`config.mk`:
```
export PLATFORM = sky130hd
export DESIGN_NAME = rdcntrl_nbx
export DESIGN_NICKNAME = d
export VERILOG_FILES = /design/src/rtl/cfeb_rd_pkg.sv /design/src/rtl/rd_sync_fifo.sv /design/src/rtl/rdcntrl_nbx.sv
export SDC_FILE = /design/constraint.sdc
export NUM_CORES = 1
export LEC_CHECK = 0
export BUFFER_PORTS_ARGS = -buffer_cell sky130_fd_sc_hd__buf_2
export CAP_MARGIN = 20
export CORE_MARGIN = 2
export CORE_UTILIZATION = 63
export CTS_CLUSTER_SIZE = 10
export DETAILED_ROUTE_END_ITERATION = 6
export GPL_ROUTABILITY_DRIVEN = 0
export PLACE_DENSITY = 0.82
export SLEW_MARGIN = 30
export SYNTH_ARGS = -nofsm -noshare
export SYNTH_HDL_FRONTEND = slang
export SYNTH_HIERARCHICAL = 1
export SYNTH_SLANG_ARGS = --single-unit
```
`constraint.sdc`:
```
create_clock -name CLK -period 7 [get_ports CLK]
set_input_delay 0.35 -clock CLK [delete_from_list [all_inputs] [get_ports CLK]]
set_output_delay 0.35 -clock CLK [all_outputs]
set_load 0.03 [all_outputs]
```
`src/rtl/cfeb_rd_pkg.sv`:
```
// Shared definitions for the CFEB SCA readout-control slice.
//  - rd_state_e : readout state-machine codes seen on the STATE bus
//  - TF_META_W  : trigger-FIFO bits next to the block number (LCT phase, 2nd-block flag)
//  - LF_META_W  : L1A-FIFO bits next to the L1A number (50 ns phase)
//  - sat_add8   : saturating add used by the 8-bit overflow counter
package cfeb_rd_pkg;

  typedef enum logic [3:0] {
    ST_WRITE  = 4'd1,
    ST_READ   = 4'd3,
    ST_PREEND = 4'd12
  } rd_state_e;

  localparam int TF_META_W = 2;
  localparam int LF_META_W = 1;

  // Adds 0..2 events to an 8-bit count and clamps at 8'hFF.
  function automatic logic [7:0] sat_add8(input logic [7:0] a, input logic [1:0] n);
    logic [8:0] s;
    s = {1'b0, a} + {7'b0, n};
    return s[8] ? 8'hFF : s[7:0];
  endfunction

endpackage

```
`src/rtl/rd_sync_fifo.sv`:
```
// Single-clock first-word-fall-through FIFO with a registered head.
// Ports:
//  CLK, RST   clock, asynchronous active-high reset
//  i_push     write i_din (accepted when not full, or when a pop happens in the same CLK)
//  i_pop      remove head entry (ignored when empty)
//  i_din      write data
//  o_dout     registered head entry
//  o_empty    registered empty flag (1 after reset)
//  o_full     registered full flag
//  o_ovf      1-CLK pulse: push refused because the FIFO was full and not popping
// With TMR=1 the pointers and the fill count are triplicated and majority voted.
module rd_sync_fifo #(
  parameter int W        = 8,
  parameter int DEPTH_LG = 3,
  parameter int TMR      = 0
) (
  input  logic         CLK,
  input  logic         RST,
  input  logic         i_push,
  input  logic         i_pop,
  input  logic [W-1:0] i_din,
  output logic [W-1:0] o_dout,
  output logic         o_empty,
  output logic         o_full,
  output logic         o_ovf
);

  localparam int DEPTH = 1 << DEPTH_LG;
  localparam int NC    = (TMR != 0) ? 3 : 1;

  logic [DEPTH_LG-1:0] r_wr  [NC];
  logic [DEPTH_LG-1:0] r_rd  [NC];
  logic [DEPTH_LG:0]   r_cnt [NC];
  logic [W-1:0]        r_mem [DEPTH];
  logic [W-1:0]        r_dout;
  logic                r_empty;
  logic                r_full;

  logic [DEPTH_LG-1:0] w_wr, w_rd, w_wr_next, w_rd_next;
  logic [DEPTH_LG:0]   w_cnt, w_cnt_next;
  logic                w_full_now, w_pop_ok, w_push_ok;

  generate
    if (NC == 3) begin : g_vote
      assign w_wr  = (r_wr[0]  & r_wr[1])  | (r_wr[0]  & r_wr[2])  | (r_wr[1]  & r_wr[2]);
      assign w_rd  = (r_rd[0]  & r_rd[1])  | (r_rd[0]  & r_rd[2])  | (r_rd[1]  & r_rd[2]);
      assign w_cnt = (r_cnt[0] & r_cnt[1]) | (r_cnt[0] & r_cnt[2]) | (r_cnt[1] & r_cnt[2]);
    end else begin : g_single
      assign w_wr  = r_wr[0];
      assign w_rd  = r_rd[0];
      assign w_cnt = r_cnt[0];
    end
  endgenerate

  assign w_full_now = (w_cnt == (DEPTH_LG+1)'(DEPTH));
  assign w_pop_ok   = i_pop & (w_cnt != '0);
  // A pop in the same CLK frees the slot, so a push into a full FIFO still lands.
  assign w_push_ok  = i_push & (~w_full_now | w_pop_ok);
  assign o_ovf      = i_push & ~w_push_ok;

  assign w_wr_next = w_wr + DEPTH_LG'(w_push_ok);
  assign w_rd_next = w_rd + DEPTH_LG'(w_pop_ok);

  always_comb begin
    w_cnt_next = w_cnt;
    case ({w_push_ok, w_pop_ok})
      2'b10:   w_cnt_next = w_cnt + (DEPTH_LG+1)'(1);
      2'b01:   w_cnt_next = w_cnt - (DEPTH_LG+1)'(1);
      default: w_cnt_next = w_cnt;
    endcase
  end

  generate
    for (genvar gi = 0; gi < NC; gi++) begin : g_copy
      always_ff @(posedge CLK or posedge RST) begin
        if (RST) begin
          r_wr[gi]  <= '0;
          r_rd[gi]  <= '0;
          r_cnt[gi] <= '0;
        end else begin
          r_wr[gi]  <= w_wr_next;
          r_rd[gi]  <= w_rd_next;
          r_cnt[gi] <= w_cnt_next;
        end
      end
    end
  endgenerate

  // Storage is left unreset so it maps onto RAM; validity comes from the pointers.
  always_ff @(posedge CLK) begin
    if (w_push_ok) r_mem[w_wr] <= i_din;
  end

  // The head register is loaded with the entry that will be at the head after this
  // CLK. When that slot is the one being written now, bypass the incoming data.
  always_ff @(posedge CLK or posedge RST) begin
    if (RST) begin
      r_dout  <= '0;
      r_empty <= 1'b1;
      r_full  <= 1'b0;
    end else begin
      r_dout  <= (w_push_ok && (w_rd_next == w_wr)) ? i_din : r_mem[w_rd_next];
      r_empty <= (w_cnt_next == '0);
      r_full  <= (w_cnt_next == (DEPTH_LG+1)'(DEPTH));
    end
  end

  assign o_dout  = r_dout;
  assign o_empty = r_empty;
  assign o_full  = r_full;

endmodule

```
`src/rtl/rdcntrl_nbx.sv`:
```
// SCA readout control for the CFEB block scheme.
// Tracks match / no-match history over MTCH_BX block-ends, queues matched blocks
// for the digitiser, queues L1A numbers for the DAQ formatter and flags overflow.
// Ports:
//  CLK, RST             clock, asynchronous active-high reset
//  PBEND                block-end strobe
//  STATE                readout SM state (1 = write slot, 3 = read slot)
//  MATCH, NO_MATCH      LCT outcome for the current block
//  GMATCH               push the pipelined L1A number
//  GTRG, ENBL50         L1A strobe and 50 ns phase sampled with it
//  LCT_PH, BLKIN        phase and number of the current block
//  TRGDONE, POPL1AN     pop trigger FIFO (in read slot) / pop L1A FIFO
//  PFIFO1, NOGTRG       window status
//  TEMPTY, FULL         trigger FIFO status
//  SCND_BLK, LCT_PH_OUT, BLKOUT   trigger FIFO head
//  L1AN_EMPTY, L1ANUM, L1A_PH_OUT L1A FIFO status and head
//  OVF, OVF_CNT         sticky overflow flag and saturating overflow count
module rdcntrl_nbx
  import cfeb_rd_pkg::*;
#(
  parameter int TMR         = 0,
  parameter int MTCH_BX     = 3,
  parameter int BLK_W       = 4,
  parameter int TF_DEPTH_LG = 3,
  parameter int LF_DEPTH_LG = 3,
  parameter int L1A_W       = 6
) (
  input  logic             CLK,
  input  logic             RST,
  input  logic             PBEND,
  input  logic [3:0]       STATE,
  input  logic             MATCH,
  input  logic             NO_MATCH,
  input  logic             GMATCH,
  input  logic             GTRG,
  input  logic             ENBL50,
  input  logic             LCT_PH,
  input  logic [BLK_W-1:0] BLKIN,
  input  logic             TRGDONE,
  input  logic             POPL1AN,
  output logic             PFIFO1,
  output logic             NOGTRG,
  output logic             TEMPTY,
  output logic             FULL,
  output logic             SCND_BLK,
  output logic             LCT_PH_OUT,
  output logic [BLK_W-1:0] BLKOUT,
  output logic             L1AN_EMPTY,
  output logic [L1A_W-1:0] L1ANUM,
  output logic             L1A_PH_OUT,
  output logic             OVF,
  output logic [7:0]       OVF_CNT
);

  localparam int NC   = (TMR != 0) ? 3 : 1;
  localparam int TF_W = BLK_W + TF_META_W;
  localparam int LF_W = L1A_W + LF_META_W;

  // History bit k covers the block that ended k-1 block-ends ago; bit 1 is the open block.
  logic [MTCH_BX:1] r_l       [NC];
  logic [MTCH_BX:1] r_f       [NC];
  logic [L1A_W-1:0] r_l1a_cnt [NC];

  logic [MTCH_BX:1] w_l, w_f;
  logic [L1A_W-1:0] w_l1a_cnt;

  logic             r_l1a_ph;
  logic [LF_W-1:0]  r_l1a_pipe;
  logic             r_tempty_d;
  logic             r_ovf;
  logic [7:0]       r_ovf_cnt;

  logic             w_yes, w_lno, w_is_read;
  logic             w_tf_empty, w_tf_ovf, w_lf_ovf;
  logic [TF_W-1:0]  w_tf_dout;
  logic [LF_W-1:0]  w_lf_dout;

  generate
    if (NC == 3) begin : g_vote
      assign w_l       = (r_l[0] & r_l[1]) | (r_l[0] & r_l[2]) | (r_l[1] & r_l[2]);
      assign w_f       = (r_f[0] & r_f[1]) | (r_f[0] & r_f[2]) | (r_f[1] & r_f[2]);
      assign w_l1a_cnt = (r_l1a_cnt[0] & r_l1a_cnt[1]) | (r_l1a_cnt[0] & r_l1a_cnt[2])
                       | (r_l1a_cnt[1] & r_l1a_cnt[2]);
    end else begin : g_single
      assign w_l       = r_l[0];
      assign w_f       = r_f[0];
      assign w_l1a_cnt = r_l1a_cnt[0];
    end

    for (genvar gi = 0; gi < NC; gi++) begin : g_copy
      always_ff @(posedge CLK or posedge RST) begin
        if (RST) begin
          r_l[gi]       <= '0;
          r_f[gi]       <= '0;
          r_l1a_cnt[gi] <= '0;
        end else begin
          // Open-block flags accumulate until the block-end, then restart.
          r_l[gi][1] <= NO_MATCH | (w_l[1] & ~PBEND);
          r_f[gi][1] <= MATCH    | (w_f[1] & ~PBEND);
          if (PBEND) begin
            r_l[gi][MTCH_BX:2] <= w_l[MTCH_BX-1:1];
            r_f[gi][MTCH_BX:2] <= w_f[MTCH_BX-1:1];
          end
          if (GTRG) r_l1a_cnt[gi] <= w_l1a_cnt + L1A_W'(1);
        end
      end
    end
  endgenerate

  assign w_yes     = |w_f[MTCH_BX:2];
  assign w_lno     = |w_l[MTCH_BX:2];
  assign w_is_read = (STATE == ST_READ);
  // A match anywhere in the window keeps the blocks from being recycled.
  assign NOGTRG    = w_lno & ~w_yes;
  assign PFIFO1    = w_is_read & (w_yes | NOGTRG);

  always_ff @(posedge CLK or posedge RST) begin
    if (RST) begin
      r_l1a_ph   <= 1'b0;
      r_l1a_pipe <= '0;
      r_tempty_d <= 1'b1;
      r_ovf      <= 1'b0;
      r_ovf_cnt  <= 8'd0;
    end else begin
      if (GTRG) r_l1a_ph <= ENBL50;
      // GMATCH stores the count as it stood one CLK earlier.
      r_l1a_pipe <= {w_l1a_cnt, r_l1a_ph};
      // Digitiser sees a new entry only after it has passed through one write slot.
      if (STATE == ST_WRITE) r_tempty_d <= w_tf_empty;
      if (w_tf_ovf | w_lf_ovf) r_ovf <= 1'b1;
      r_ovf_cnt <= sat_add8(r_ovf_cnt, {1'b0, w_tf_ovf} + {1'b0, w_lf_ovf});
    end
  end

  rd_sync_fifo #(.W(TF_W), .DEPTH_LG(TF_DEPTH_LG), .TMR(TMR)) u_trig_fifo (
    .CLK     (CLK),
    .RST     (RST),
    .i_push  (PBEND & w_f[1]),
    .i_pop   (TRGDONE & w_is_read),
    .i_din   ({BLKIN, LCT_PH, w_f[2]}),
    .o_dout  (w_tf_dout),
    .o_empty (w_tf_empty),
    .o_full  (FULL),
    .o_ovf   (w_tf_ovf)
  );

  rd_sync_fifo #(.W(LF_W), .DEPTH_LG(LF_DEPTH_LG), .TMR(TMR)) u_l1a_fifo (
    .CLK     (CLK),
    .RST     (RST),
    .i_push  (GMATCH),
    .i_pop   (POPL1AN),
    .i_din   (r_l1a_pipe),
    .o_dout  (w_lf_dout),
    .o_empty (L1AN_EMPTY),
    .o_full  (),
    .o_ovf   (w_lf_ovf)
  );

  assign TEMPTY     = w_tf_empty | r_tempty_d;
  assign BLKOUT     = w_tf_dout[TF_W-1:2];
  assign LCT_PH_OUT = w_tf_dout[1];
  assign SCND_BLK   = w_tf_dout[0];
  assign L1ANUM     = w_lf_dout[LF_W-1:1];
  assign L1A_PH_OUT = w_lf_dout[0];
  assign OVF        = r_ovf;
  assign OVF_CNT    = r_ovf_cnt;

endmodule
```
==> flow_summary.ini <==
[critical_path]
critical_path_peak_fanout = 9
worstSetupStartpointType = flip-flop
crit_required_ns = 7.30
crit_path_frequent_cell = sky130_fd_sc_hd__ha_1
critical_path.slowest_cell = sky130_fd_sc_hd__nor4_4
worstSetupEndpointType = flip-flop
path_class = flip-flop to flip-flop
worst_ep_arrival_time_ns = 3.61
crit_chain = nor4_1, nor2_1, ha_1, ha_1, xor2_2, xor2_1, nor4_4, mux2_2
timing.critical_path.slowest_cell_delay_ns = 0.60

[detailed_routing]
dr.pass1.iters = 5
route.final.wire_length_um = 13900
post_dr_vias_cell = 6.27
ant_nets = 0
first_iter_violations = 398
vias = 4066
drc = 0
detail_route.wl_per_cell_um = 21.5

[timing]
final.period_utilization_pct = 47.2
worst_clock_skew_ns = 0.00850
timing.fmax_ghz = 0.303
setup-violations-final = 0
hold_viol_final = 0
maxSlewHeadroom_pct = 43.4
hold-worst-slack_ns = 0.0464
worstMarginPinSlew_ns = 0.849
min_tclk_post_route_ns = 3.30
grt_setup_unrepaired = no
finalSetupTns_ns = 0
final_max_slew_viol_count = 0

[placed_design]
post_detail_place_hpwl_um = 9000
placed_cells_incl_taps = 617
io_buffers = 45

[synth]
ys_warn_count = 6
avg_cell_area_syn_um2 = 16.8
syn_inst = 435
syn-cell-area_um2 = 7300
postSynthNetCount = 471

[floorplan]
floorplan.die.width_um = 112
die_area_um2 = 12500
die_y_um = 112
design.core.area_um2 = 11400
core.rowCount = 39
initial_utilization_pct = 64.2
io_pins = 46

[cts]
max-clock-path-buffers = 2
tritoncts_clock_tree = done
ctsRootBufferMaster = sky130_fd_sc_hd__clkbuf_16
clkSinkCount = 170
post_cts_resized = 0
insertion_delay_ns = 0.43
cts_hold_buf = 0
clk_transition_reported_paths_ns = 0.06
cts_post_setup_buffers_inserted = 0
cts_made_buffers = 17
cts_max_level = 4

[finish]
layoutNonFillerInstCount = 649
drive_gt1_share_pct = 28.7
areaGrowthSynthToFinish_pct = 13.5
num-nets-final = 529
final_core_utilization_pct = 72.9
insertedDiodeCount = 0

[pwr]
cellLeakagePower_nw = 3.23
power.density_nw_per_um2 = 452
peakVddDrop_v = 0.000480
power.total_w = 0.00375

[outcome]
outcome = finished, final reports clean

[worst_hold_path]
worst_hold_path_type = input port to async pin

[global_route]
grtUsageTotal_pct = 23.8
grt_antenna_before_repair = 0
largest_net_degree_at_the_start_of_global_routing = 31
wire_length_of_the_first_global_routing_pass_um = 22300
grt_pass1_vias = 4187
grt_remaining_overflow = 0

[job]
max_cap_viol_count = 0
==> worst max-delay path: cells and delay by family, from the launching register on <==
family                   cells  cell delay, ns
XOR/XNOR                     2            0.69
multiplexers                 1            0.41
flip-flops                   1            0.46
adder cells (fa/ha/maj)      2            0.41
AND/OR/NAND/NOR              3            1.20
==> state kept, by name, indices dropped and copies added, names as in the netlist, 3 cells and up <==
signal and cells:
u_l1a_fifo/r_mem 56, u_trig_fifo/r_mem 48, OVF_CNT 8, r_l1a_pipe 7
u_l1a_fifo/o_dout 7, r_l1a_cnt 6, u_trig_fifo/o_dout 6, u_l1a_fifo/r_cnt 4
u_trig_fifo/r_cnt 4, r_f 3, r_l 3, u_l1a_fifo/r_rd 3
u_l1a_fifo/r_wr 3, u_trig_fifo/r_rd 3, u_trig_fifo/r_wr 3
==> power breakdown <==
group | internal, W | switching (W) | total, W | leakage [nW]
registers | 0.00137 | 0.000220 | 0.00159 | 1.73
logic | 0.000564 | 0.000674 | 0.00124 | 1.22
clock network | 0.000538 | 0.000380 | 0.000917 | 0.285
total | 0.00247 | 0.00127 | 0.00375 | 3.23
==> final cells by class <==
type | count | area, um2
inverters | 15 | 56.3
fillers | 696 | 3090
flip-flops and latches | 170 | 4780
clock inverters | 13 | 143
well taps | 143 | 179
multi-input cells | 239 | 2420
clock buffers | 19 | 443
repair buffers | 50 | 263
==> cell usage in the layout, fill, tap and decap left out, types with 4 or more instances in the layout <==
cell	n
sky130_fd_sc_hd__edfxtp_1	104
sky130_fd_sc_hd__dfrtp_1	63
sky130_fd_sc_hd__buf_2	45
sky130_fd_sc_hd__mux2_2	38
sky130_fd_sc_hd__mux4_1	24
sky130_fd_sc_hd__nor2_1	20
sky130_fd_sc_hd__clkbuf_16	17
sky130_fd_sc_hd__inv_1	14
sky130_fd_sc_hd__a21oi_1	14
sky130_fd_sc_hd__ha_1	14
sky130_fd_sc_hd__xor2_1	13
sky130_fd_sc_hd__nand2_1	11
sky130_fd_sc_hd__nor3_1	10
sky130_fd_sc_hd__nand2b_1	10
sky130_fd_sc_hd__nand3_1	8
sky130_fd_sc_hd__a211oi_1	6
sky130_fd_sc_hd__xnor2_1	5
sky130_fd_sc_hd__a21o_1	5
sky130_fd_sc_hd__nor3_2	5
sky130_fd_sc_hd__buf_4	5
sky130_fd_sc_hd__o21ai_0	4
sky130_fd_sc_hd__inv_6	4
sky130_fd_sc_hd__a211o_1	4
==> final timing paths <==
| kind | startpoint | end | slack [ns] | cells after the start |
|---|---|---|---|---|
| min | RST | r_f[1] | 0.05 | 2 |
| max reg2reg | u_l1a_fifo/r_cnt[1] | u_l1a_fifo/o_dout[4] | 3.70 | 8 |
| max in group asynchronous | RST | u_trig_fifo/r_cnt[2] | 6.37 | 2 |
| min reg2reg | r_l1a_ph | r_l1a_pipe[0] | 0.38 | 0 |
| min in group CLK | NO_MATCH | r_l[0] | 0.11 | 2 |
| max | u_l1a_fifo/r_cnt[1] | u_l1a_fifo/o_dout[4] | 3.70 | 8 |
==> routing by layer <==
metal  GRT usage, %  part of all wire [%]  vias to the layer above
met5              0                     0                        -
met3           6.26                   6.0                       30
met2           38.3                    50                      154
li1               -                     -                     1824
met1           31.1                    41                     2058
met4           10.0                   2.3                        0
==> per-stage QoR <==
step / instance area (um2) / worst slack, ns
floorplan: 7300 / 4.16
global placement: 7670 / 3.81
detailed placement: 7670 / 3.74
CTS: 8260 / 3.71
global route: 8280 / 3.47
finish: 8280 / 3.70
Power figures use the tool's default switching activity.
